[config.mk]
export PLATFORM = sky130hd
export DESIGN_NAME = sample_avg_ctrl
export DESIGN_NICKNAME = d
export VERILOG_FILES = /design/src/rtl/sample_avg_ctrl.sv
export SDC_FILE = /design/constraint.sdc
export NUM_CORES = 1
export LEC_CHECK = 0
export CORE_MARGIN = 2
export CORE_UTILIZATION = 60
export CTS_CLUSTER_SIZE = 30
export DETAILED_ROUTE_END_ITERATION = 7
export GPL_TIMING_DRIVEN = 0
export PLACE_DENSITY = 0.84
export SYNTH_ARGS = -nofsm -noshare
export SYNTH_HDL_FRONTEND = slang
export SYNTH_SLANG_ARGS = --single-unit
[constraint.sdc]
create_clock -name clk -period 3.2 [get_ports clk]
set_input_delay 0.48 -clock clk [delete_from_list [all_inputs] [get_ports clk]]
set_output_delay 0.48 -clock clk [all_outputs]
set_load 0.02 [all_outputs]
[src/rtl/sample_avg_ctrl.sv]
// ---------------------------------------------------------------------------
// sample_avg_ctrl
//
// Sensor sampling sequencer with averaging. A start request launches a run of
// N = 2**SAMPLES_LOG2 readings. Each reading is preceded by DELAY_CYCLES idle
// clocks and a one-cycle sample_req pulse. The sequencer then waits as long
// as needed for the sensor's sample_valid. The readings are summed, and the
// truncated mean is presented on avg_out with a one-cycle avg_valid pulse.
//
// Configuration macro:
//   CONTINUOUS_EN  when defined, each finished average immediately starts the
//                  next run (busy stays high until rst). HOLD is unreachable
//                  and start is only honoured in IDLE. When undefined, one
//                  average is produced per start, and the block parks in HOLD.
//
// Ports:
//   clk           in   1       clock, rising edge
//   rst           in   1       synchronous, active-high reset; aborts any run
//   start         in   1       begin an averaging run (IDLE or HOLD only)
//   sample_req    out  1       one-cycle request for a sensor reading
//   sample_valid  in   1       sensor reading present on sample_in
//   sample_in     in   DATA_W  unsigned sensor reading
//   busy          out  1       high while a run is in progress
//   avg_out       out  DATA_W  last computed average, held until next update
//   avg_valid     out  1       one-cycle pulse when avg_out is updated
//
// All outputs are registered.
// ---------------------------------------------------------------------------
module sample_avg_ctrl #(
  parameter int DATA_W       = 12,
  parameter int SAMPLES_LOG2 = 3,
  parameter int DELAY_W      = 16,
  parameter int DELAY_CYCLES = 50000
) (
  input  logic              clk,
  input  logic              rst,
  input  logic              start,
  output logic              sample_req,
  input  logic              sample_valid,
  input  logic [DATA_W-1:0] sample_in,
  output logic              busy,
  output logic [DATA_W-1:0] avg_out,
  output logic              avg_valid
);

  // The accumulator is wide enough for N full-scale readings, so it can never wrap.
  localparam int ACC_W = DATA_W + SAMPLES_LOG2;

  localparam logic [DELAY_W-1:0]      DLY_LOAD = DELAY_W'(DELAY_CYCLES);
  localparam logic [DELAY_W-1:0]      DLY_LAST = DELAY_W'(1);
  localparam logic [SAMPLES_LOG2-1:0] CNT_LAST = '1;
  localparam logic [SAMPLES_LOG2-1:0] CNT_ONE  = SAMPLES_LOG2'(1);

  localparam logic [2:0] S_IDLE    = 3'd0;
  localparam logic [2:0] S_WAIT    = 3'd1;
  localparam logic [2:0] S_REQ     = 3'd2;
  localparam logic [2:0] S_CAPTURE = 3'd3;
  localparam logic [2:0] S_OUTPUT  = 3'd4;
  localparam logic [2:0] S_HOLD    = 3'd5;

  logic [2:0]              state;
  logic [2:0]              state_next;
  logic [DELAY_W-1:0]      dly;
  logic [SAMPLES_LOG2-1:0] cnt;
  logic [ACC_W-1:0]        accum;
  logic [ACC_W-1:0]        accum_sum;
  logic                    run_begin;
  logic                    sample_take;
  logic                    last_sample;

  // Running sum including the reading arriving this cycle. The top DATA_W
  // bits of this sum form the truncated average of the final reading.
  assign accum_sum   = accum + ACC_W'(sample_in);
  assign sample_take = (state == S_CAPTURE) && sample_valid;
  assign last_sample = (cnt == CNT_LAST);

  // ------------------------------------------------------------------------
  // Next-state logic
  // ------------------------------------------------------------------------
  always_comb begin
    // NOTE: defaulting every always_comb output first prevents inferred
    // latches on paths that do not assign it.
    state_next = state;
    run_begin  = 1'b0;
    case (state)
      S_IDLE: begin
        if (start) begin
          state_next = S_WAIT;
          run_begin  = 1'b1;
        end
      end
      // dly counts DELAY_CYCLES..1. The cycle that sees 1 is the last WAIT cycle.
      S_WAIT: begin
        if (dly == DLY_LAST) state_next = S_REQ;
      end
      // A reading that arrives while sample_req is asserted is not accepted.
      // CAPTURE starts on the following cycle.
      S_REQ: state_next = S_CAPTURE;
      S_CAPTURE: begin
        if (sample_valid) state_next = last_sample ? S_OUTPUT : S_WAIT;
      end
`ifdef CONTINUOUS_EN
      S_OUTPUT: begin
        state_next = S_WAIT;
        run_begin  = 1'b1;
      end
`else
      S_OUTPUT: state_next = S_HOLD;
      S_HOLD: begin
        if (start) begin
          state_next = S_WAIT;
          run_begin  = 1'b1;
        end
      end
`endif
      // Unused encodings (including HOLD in continuous builds) fall back to IDLE.
      default: state_next = S_IDLE;
    endcase
  end

  // ------------------------------------------------------------------------
  // State, datapath and registered outputs
  // ------------------------------------------------------------------------
  always_ff @(posedge clk) begin
    if (rst) begin
      state      <= S_IDLE;
      sample_req <= 1'b0;
      busy       <= 1'b0;
      avg_valid  <= 1'b0;
      avg_out    <= '0;
      accum      <= '0;
      cnt        <= '0;
      dly        <= '0;
    end else begin
      // NOTE: non-blocking assignments here, so every register samples the
      // pre-edge values regardless of statement order.
      state <= state_next;

      // Outputs are decoded from the state being entered. This makes each
      // output change on the same edge as the state transition.
      sample_req <= (state_next == S_REQ);
      avg_valid  <= (state_next == S_OUTPUT);
      busy       <= (state_next == S_WAIT)    || (state_next == S_REQ) ||
                    (state_next == S_CAPTURE) || (state_next == S_OUTPUT);

      if (run_begin) begin
        accum <= '0;
        cnt   <= '0;
        dly   <= DLY_LOAD;
      end else if (state == S_WAIT) begin
        dly <= dly - DLY_LAST;
      end

      if (sample_take) begin
        accum <= accum_sum;
        if (last_sample) begin
          avg_out <= accum_sum[ACC_W-1:SAMPLES_LOG2];
        end else begin
          cnt <= cnt + CNT_ONE;
          dly <= DLY_LOAD;
        end
      end
    end
  end

endmodule

== After elaboration in Yosys (flattened, before gate mapping) ==
Cells that the tools add are included.

* Flip-flop bits (word level): 52
* Bits of input ports: 16

* Add/sub/neg operators: 3
* Equal/unequal tests: 11
* Muxes and demuxes: 16
* Reduce and logical (&&, ||, !) cells: 8

{| class="wikitable"
|+ Operators by type and width
! operator !! count
|-
| $mux W16 || 4
|-
| $mux W15 || 2
|-
| $mux W3 || 7
|-
| $eq A16 B1 Y1 const B || 1
|-
| $sub A16 B1 Y16 const B || 1
|-
| $add A15 B12 Y15 || 1
|-
| $pmux W3 S5 || 1
|-
| $eq A3 B2 Y1 const B || 4
|-
| $eq A3 B3 Y1 const B || 4
|-
| $eq A3 B1 Y1 const B || 2
|-
| $add A3 B1 Y3 const B || 1
|-
| $logic_not A3 Y1 || 1
|-
| $logic_or A1 B1 Y1 || 3
|-
| $mux W1 || 2
|-
| $reduce_and A2 Y1 || 1
|-
| $reduce_bool A2 Y1 || 1
|-
| $reduce_or A2 Y1 || 1
|-
| $logic_and A1 B1 Y1 || 1
|}

== Logic depth before layout (Yosys ltp) ==
Gate-level depths: netlist of the first run.

* Word-level depth: 8
* Depth in mapped cells: 9
* Gate-level depth less buffers: 9

== Worst setup path after synthesis of the first run ==
No wires, ideal clock.

* Kind: input port to flip-flop
* From: in sample_in[0]
* To: reg accum[14]
* Setup time: 0.074 ns
* Data arrival time: 2.204 ns
* Data required time: 3.126 ns
* Path slack: 0.922 ns
* Stages on the path: 9
* Cell sequence: ha_1 inv_1 fa_1 nor2b_1 o211ai_1 a31oi_2 o2111ai_1 or3_1 a31oi_1

* Cells in the longest elaborated chain, start to end: 2

{| class="wikitable"
|+ Ends and longest elaborated chain
! what !! line !! source
|-
| start, declared || 40 || <nowiki>input logic [DATA_W-1:0] sample_in,</nowiki>
|-
| $add A15 B12 Y15 || 73 || <nowiki>assign accum_sum = accum + ACC_W'(sample_in);</nowiki>
|-
| $mux W15 || 154 || <nowiki>if (sample_take) begin</nowiki>
|-
| end signal, assigned || 155 || <nowiki>accum <= accum_sum;</nowiki>
|-
| end, declared || 65 || <nowiki>logic [ACC_W-1:0] accum;</nowiki>
|}

No other way between the ends.
A chain may end at the register's enable or synchronous reset.

== Worst setup path after layout of the first run ==
Same ends and word-level chain as after synthesis.

==> results.py, run 1 <==
metrics = {
    "finish": {
        "layout-drive-gt1-share_pct": 7.38,
        "finalNetCount": 398,
        "fillerInstances": 347,
        "antennaDiodeCount": 0,
        "layout-area-overhead-vs-synth_pct": 16.3,
        "postLayoutCoreUtil_pct": 73.8,
    },
    "drt": {
        "total_via_count_in_the_routed_design": 2452,
        "detailedRoute.firstPassIterationCount": 4,
        "drc": 0,
        "ant_nets": 0,
        "detail_route.wirelength_um": 6050,
        "detailedRoute.firstIterationViolations": 191,
        "detail_route.vias_per_cell": 5.87,
        "avgRoutedWirePerCell_um": 14.5,
    },
    "place": {
        "placement.setup.worst_slack_ns": 0.195,
        "routabilityCongestion": 0.868,
        "dp_hpwl_um": 4370,
        "io_buffers": 30,
    },
    "setup_path": {
        "critical-path-slowest-cell": "sky130_fd_sc_hd__clkdlybuf4s50_1",
        "critical_path_fanouts_max": 4,
        "cp.required_ns": 3.44,
        "cp_slowest_stage_delay_ns": 0.46,
        "rrSetupSlack_ns": 0.79,
        "crit_arrival_ns": 2.93,
        "timing.reg2reg.worst_path_depth": 9,
        "timing.critical_path.from_type": "input port",
        "type_of_the_worst_setup_path": "in2reg",
        "setup.worst_path.end_class": "flop",
        "sequence_of_cells_on_the_critical_path": "clkdlybuf4s50_1 > ha_1 > inv_1 > fa_1 > nor2b_1 > o211ai_1 > a31oi_2 > o2111ai_1 > or3_1 > a31oi_1",
    },
    "synth": {
        "postSynthCellCount": 328,
        "mean_area_per_synthesized_cell_sq_um": 8.59,
        "post_synth_main_area_contributors": "sky130_fd_sc_hd__dfxtp_1 37%, sky130_fd_sc_hd__ha_1 7.1%, sky130_fd_sc_hd__nor2_1 5.1%",
        "yosysTopAreaCell": "sky130_fd_sc_hd__dfxtp_1",
        "syn_area_sq_um": 2820,
        "synthesized_flop_and_latch_total": 52,
        "synth.yosys.warnings": 0,
        "yosysUniqueCellTypes": 65,
        "async_flop_share_pct": 0,
        "synth_top_area_share_pct": 36.9,
        "syn_nets": 361,
        "post-synth-top-count-cell": "sky130_fd_sc_hd__dfxtp_1",
        "synth_commonest_cells": "52 x sky130_fd_sc_hd__dfxtp_1, 38 x sky130_fd_sc_hd__nor2_1, 35 x sky130_fd_sc_hd__nand2_1",
        "ys_dominant_reg_cell": "sky130_fd_sc_hd__dfxtp_1",
        "synth-edff-count": 0,
        "synth-seq-area-share_pct": 36.9,
    },
    "global_route": {
        "grt_antenna_before_repair": 0,
        "global_route_wire_length_before_repair_um": 9970,
        "grt_pass1_vias": 2213,
        "overflow": 0,
        "global_route.usage.total_pct": 23.9,
        "grt_start_max_net_pins": 19,
    },
    "timing": {
        "setup_tns_ns": 0,
        "max_clock_freq_ghz": 0.372,
        "layout_worst_path_cycle_share_pct": 83.9,
        "tightestPinTransition_ns": 0.929,
        "timing.slew.headroom_pct": 37.6,
        "finalClockSkew_ns": 0.0147,
        "min_period_ns": 2.69,
        "setup-violations-final": 0,
        "timing.final.hold_violations": 0,
        "grt_setup_unrepaired": "false",
        "report.final.slew_viol_count": 0,
        "post-route-worst-setup-slack_ns": 0.514,
        "fin_worst_hold_slack_ns": 0.461,
    },
    "clock_tree": {
        "post-cts-setup-buffers": 0,
        "cts_repair_resize_count": 0,
        "post_cts_hold_buffer_count": 0,
        "cts_buffer_depth": 2,
        "ctsRootBufferMaster": "sky130_fd_sc_hd__clkbuf_8",
        "cts_tree": "done",
        "clock_sinks": 52,
        "cts_inserted_buffers": 5,
        "clk_pin_slew_ns": 0.10,
        "cts-htree-levels": 2,
        "clk_latency_ns": 0.31,
    },
    "flow_run": {
        "cap_violations": 0,
    },
    "worst_hold_path": {
        "hold_path_depth": 2,
        "worstHoldPathType": "reg2reg",
    },
    "power_and_ir_drop": {
        "power.density_cell_area_nw_per_um2": 381,
        "design_power_total_mw": 1.25,
        "vdd.ir_drop.worst_uv": 290,
        "leakage_nw": 1.21,
    },
    "floorplan": {
        "die_height_um": 72.5,
        "die_span_in_x_um": 72.5,
        "num_io_pins": 31,
        "die_area_sq_um": 5260,
        "rows": 24,
        "start_util_pct": 63.4,
        "core_area_sq_um": 4440,
    },
    "outcome": {
        "status": "completed",
    },
}
[placed cells by master (no fill, tap or decap), types with 3 or more instances in the layout]
cell / count
sky130_fd_sc_hd__and3_1: 5
sky130_fd_sc_hd__dfxtp_1: 52
sky130_fd_sc_hd__clkbuf_1: 4
sky130_fd_sc_hd__xor2_1: 8
sky130_fd_sc_hd__or3_1: 9
sky130_fd_sc_hd__xnor2_1: 12
sky130_fd_sc_hd__nor2b_1: 4
sky130_fd_sc_hd__a31oi_1: 5
sky130_fd_sc_hd__nor3_1: 7
sky130_fd_sc_hd__and2_1: 5
sky130_fd_sc_hd__a21o_1: 3
sky130_fd_sc_hd__nand2_1: 35
sky130_fd_sc_hd__nor2_1: 38
sky130_fd_sc_hd__o211ai_1: 5
sky130_fd_sc_hd__nand3b_1: 3
sky130_fd_sc_hd__nand4b_1: 3
sky130_fd_sc_hd__a21oi_1: 26
sky130_fd_sc_hd__nand3_1: 11
sky130_fd_sc_hd__clkdlybuf4s50_1: 30
sky130_fd_sc_hd__inv_1: 7
sky130_fd_sc_hd__clkbuf_8: 5
sky130_fd_sc_hd__ha_1: 16
sky130_fd_sc_hd__a22oi_1: 7
sky130_fd_sc_hd__o21ai_0: 9
[sequential cells by signal (all words and copies together) (netlist names)]
signal      flops
busy            1
avg_out        12
state           3
accum          15
sample_req      1
dly            16
cnt             3
avg_valid       1
[kinds of logic (layout without fill, tap and decap cells)]
kind of cell | Yosys count | count (layout) | synth area share [%]
AND/OR/NAND/NOR | 141 | 141 | 26.5
AO/OA/AOI/OAI | 80 | 80 | 19.2
flip-flops | 52 | 52 | 36.9
XOR/XNOR | 20 | 20 | 6.22
adder cells (fa/ha/maj) | 17 | 17 | 7.82
buffers and inverters | 17 | 55 | 2.97
multiplexers | 1 | 1 | 0.355
[metrics by stage]
stage	cell area (sq um)	instances
final	3280	418
after CTS	3280	418
after global placement	3180	410
after global routing	3280	418
after detailed placement	3180	410
after floorplan	2820	328
[path summary, 6_finish.rpt]
kind / startpoint / to
hold / removal: avg_out[2] / avg_out[2]
hold reg to reg: avg_out[2] / avg_out[2]
setup reg to reg: accum[0] / accum[14]
setup / recovery: sample_in[0] / accum[14]
[critical path: cells and delay by family]
kind,cells,cell delay (ns)
buf+inv,2,0.51
fa+ha+maj,2,0.56
simple gates,2,0.55
compound gates,4,0.83
[area by class of cell]
cell class / instances / area [sq um] / area share [%]
clock inverter: 3 / 26.3 / 0.802
multi-input combinational: 259 / 1690 / 51.6
timing repair buffer: 30 / 300 / 9.16
clock buffer: 5 / 68.8 / 2.10
sequential: 52 / 1040 / 31.8
buffer: 9 / 53.8 / 1.64
inverter: 8 / 30.0 / 0.916
tap: 52 / 65.1 / 1.98
[per-layer routing]
layer / global-route usage (%) / vias to the layer above / routed length (um) / share of wire, %
met4: 6.58 / 0 / 61 / 1.0
li1: - / 1257 / - / -
met2: 38.3 / 55 / 2740 / 45
met3: 4.03 / 5 / 302 / 5.0
met1: 33.3 / 1135 / 2940 / 49
met5: 0 / - / 0 / 0
[power by group]
group	internal [mW]	leakage, nW	switching, mW
Sequential	0.666	0.422	0.0175
Clock	0.160	0.0487	0.234
Combinational	0.0769	0.740	0.0942
No activity file was read; power rests on OpenSTA's default activity.
==> run 2, diff against run 1 <==
--- a/config.mk
+++ b/config.mk
@@ -6,11 +6,11 @@
 export NUM_CORES = 1
 export LEC_CHECK = 0
 export CORE_MARGIN = 2
-export CORE_UTILIZATION = 60
+export CORE_UTILIZATION = 56
 export CTS_CLUSTER_SIZE = 30
 export DETAILED_ROUTE_END_ITERATION = 7
 export GPL_TIMING_DRIVEN = 0
-export PLACE_DENSITY = 0.84
+export PLACE_DENSITY = 0.79
 export SYNTH_ARGS = -nofsm -noshare
 export SYNTH_HDL_FRONTEND = slang
 export SYNTH_SLANG_ARGS = --single-unit
==> constraint.sdc (replaced) <==
create_clock -name clk -period 2.6 [get_ports clk]
set_input_delay 0.39 -clock clk [delete_from_list [all_inputs] [get_ports clk]]
set_output_delay 0.39 -clock clk [all_outputs]
set_load 0.02 [all_outputs]
==> run 2 against run 1 <==
  * Power up 23%
  * Sequential power up 23%
  * Final cell count up 3.8%
  * Largest power group unchanged
  * Highest routed layer unchanged
==> results.py, run 2 (same netlist as run 1, synthesis figures left out) <==
metrics = {
    "timing": {
        "finalClockSkew_ns": 0.00490,
        "report.final.slew_viol_count": 0,
        "max_clock_freq_ghz": 0.401,
        "layout_worst_path_cycle_share_pct": 96.0,
        "tightestPinTransition_ns": 0.962,
        "min_period_ns": 2.50,
        "timing.slew.headroom_pct": 35.4,
        "fin_worst_hold_slack_ns": 0.457,
        "grt_setup_unrepaired": "false",
        "timing.final.hold_violations": 0,
        "setup-violations-final": 0,
    },
    "finish": {
        "multi_input_area_sq_um": 1700,
        "finalNetCount": 399,
        "layout.cells.most_common": "sky130_fd_sc_hd__dfxtp_1",
        "largest_register_ff_count": 16,
        "antennaDiodeCount": 0,
        "most_frequent_cells_in_the_layout": "52 x sky130_fd_sc_hd__dfxtp_1, 38 x sky130_fd_sc_hd__nor2_1, 35 x sky130_fd_sc_hd__nand2_1, 30 x sky130_fd_sc_hd__clkdlybuf4s50_1, 26 x sky130_fd_sc_hd__a21oi_1",
        "regArea_sq_um": 1040,
        "fillerInstances": 410,
        "layout-drive-gt1-share_pct": 8.17,
        "layout-area-overhead-vs-synth_pct": 17.6,
        "reg_top3": "dly (16), accum (15), avg_out (12)",
        "largest_register_by_flop_count": "dly",
        "post_layout_nonfiller_instances": 434,
        "fin_area_sq_um": 3310,
    },
    "clock_tree": {
        "clk_pin_slew_ns": 0.10,
        "post_cts_hold_buffer_count": 0,
        "clk_latency_ns": 0.30,
        "cts-htree-levels": 2,
        "ctsRootBufferMaster": "sky130_fd_sc_hd__clkbuf_8",
        "cts_tree": "done",
        "cts_buffer_depth": 2,
        "cts_inserted_buffers": 5,
        "clock_sinks": 52,
    },
    "setup_path": {
        "crit_arrival_ns": 2.73,
        "type_of_the_worst_setup_path": "in2reg",
        "sequence_of_cells_on_the_critical_path": "clkdlybuf4s50_1 > ha_1 > inv_1 > fa_2 > nor2b_2 > o211ai_1 > a31oi_2 > o2111ai_2 > or3_1 > a31oi_1",
        "critical-path-slowest-cell": "sky130_fd_sc_hd__clkdlybuf4s50_1",
        "cp_slowest_stage_delay_ns": 0.46,
        "timing.critical_path.from_type": "input port",
        "setup.worst_path.end_class": "flop",
        "critical_path_fanouts_max": 3,
        "cp.required_ns": 2.83,
    },
    "drt": {
        "drc": 0,
        "total_via_count_in_the_routed_design": 2490,
        "avgRoutedWirePerCell_um": 14.6,
        "detailedRoute.firstIterationViolations": 165,
        "detailedRoute.firstPassIterationCount": 4,
        "detail_route.wirelength_um": 6330,
        "ant_nets": 0,
        "detail_route.vias_per_cell": 5.74,
    },
    "floorplan": {
        "rows": 25,
        "start_util_pct": 58.9,
        "num_io_pins": 31,
        "die_height_um": 74.9,
        "die_area_sq_um": 5620,
        "die_span_in_x_um": 74.9,
        "core_area_sq_um": 4790,
    },
    "power_and_ir_drop": {
        "p_clk_share_pct": 31.6,
        "switching_share_pct": 26.4,
        "cellInternalPower_mw": 1.13,
        "comb_power_share_pct": 13.8,
        "pwr-share-seq_pct": 54.7,
        "leakage_nw": 1.21,
        "switching_power_uw": 406,
        "vdd.ir_drop.worst_uv": 319,
        "power.density_cell_area_nw_per_um2": 464,
    },
    "outcome": {
        "status": "completed",
    },
    "global_route": {
        "global_route.usage.total_pct": 24.6,
        "grt_start_max_net_pins": 16,
        "overflow": 0,
        "grt_pass1_vias": 2383,
        "grt_antenna_before_repair": 0,
        "global_route_wire_length_before_repair_um": 10700,
    },
    "place": {
        "dp_hpwl_um": 4620,
        "dp_cells": 425,
        "io_buffers": 30,
        "placedInstanceArea_sq_um": 3200,
        "routabilityCongestion": 0.826,
    },
    "flow_run": {
        "cap_violations": 0,
    },
    "worst_hold_path": {
        "worstHoldPathType": "reg2reg",
    },
}
run 2: changes by cell type in the layout (fill, tap and decap cells not counted), sizes merged:
cell | previous run | this run
inv | 8 | 7
clkinv | 3 | 1
clkbuf | 9 | 11
clkinvlp | 0 | 1
buf | 5 | 6
run 2: final timing paths:
kind	start	slack (ns)	cells after the start	to
worst min-delay path	avg_out[3]	0.46	2	avg_out[3]
worst min register to register	avg_out[3]	0.46	2	avg_out[3]
worst max register to register	accum[0]	0.29	9	accum[14]
worst max-delay path	sample_in[0]	0.10	10	accum[14]
run 2: power groups by stage:
stage / registers (mW) / clock network [mW] / logic [mW]
5_1_grt: 0.844 / 0.524 / 0.235
6_report: 0.841 / 0.486 / 0.212
2_1_floorplan: 0.857 / 0 / 0.146
3_3_place_gp: 0.857 / 0 / 0.203
3_5_place_dp: 0.859 / 0 / 0.210
4_1_cts: 0.841 / 0.493 / 0.211
run 2: worst max-delay path: cells and delay by family:
kind / cells / cell delay [ns]
fa+ha+maj: 2 / 0.52
buf+inv: 2 / 0.52
compound gates: 4 / 0.80
simple gates: 2 / 0.51
run 2: through the flow:
step | utilization, % | total power [mW] | setup slack, ns | TNS, ns
finish | 69.3 | 1.54 | 0.104 | 0
CTS | 68.9 | 1.55 | 0.0396 | 0
floorplan | - | 1.00 | 0.412 | 0
detailed placement | 66.9 | 1.07 | -0.337 | -1.11
global route | 69.3 | 1.60 | 0.0188 | 0
global placement | 66.9 | 1.06 | -0.259 | -0.674
run 2: per-layer routing:
metal	routed length [um]	GRT usage [%]	vias to the layer above
met3	295	4.55	8
li1	-	-	1249
met2	2930	40.4	53
met1	3050	33.3	1180
met4	60	6.94	0
met5	0	0	-
run 2: area by class of cell:
cell class | count | area share (%)
well taps | 67 | 2.53
flip-flops and latches | 52 | 31.4
plain buffers | 9 | 1.62
inverters | 8 | 0.906
clock inverters | 1 | 0.227
clock buffers | 7 | 2.60
multi-input cells | 259 | 51.4
repair buffers | 31 | 9.29
run 2: repair_timing:
item,in CTS,in global routing
setup buffers,0,1
gates resized for setup,0,3
setup endpoints to repair,1,2
pin swaps,1,3
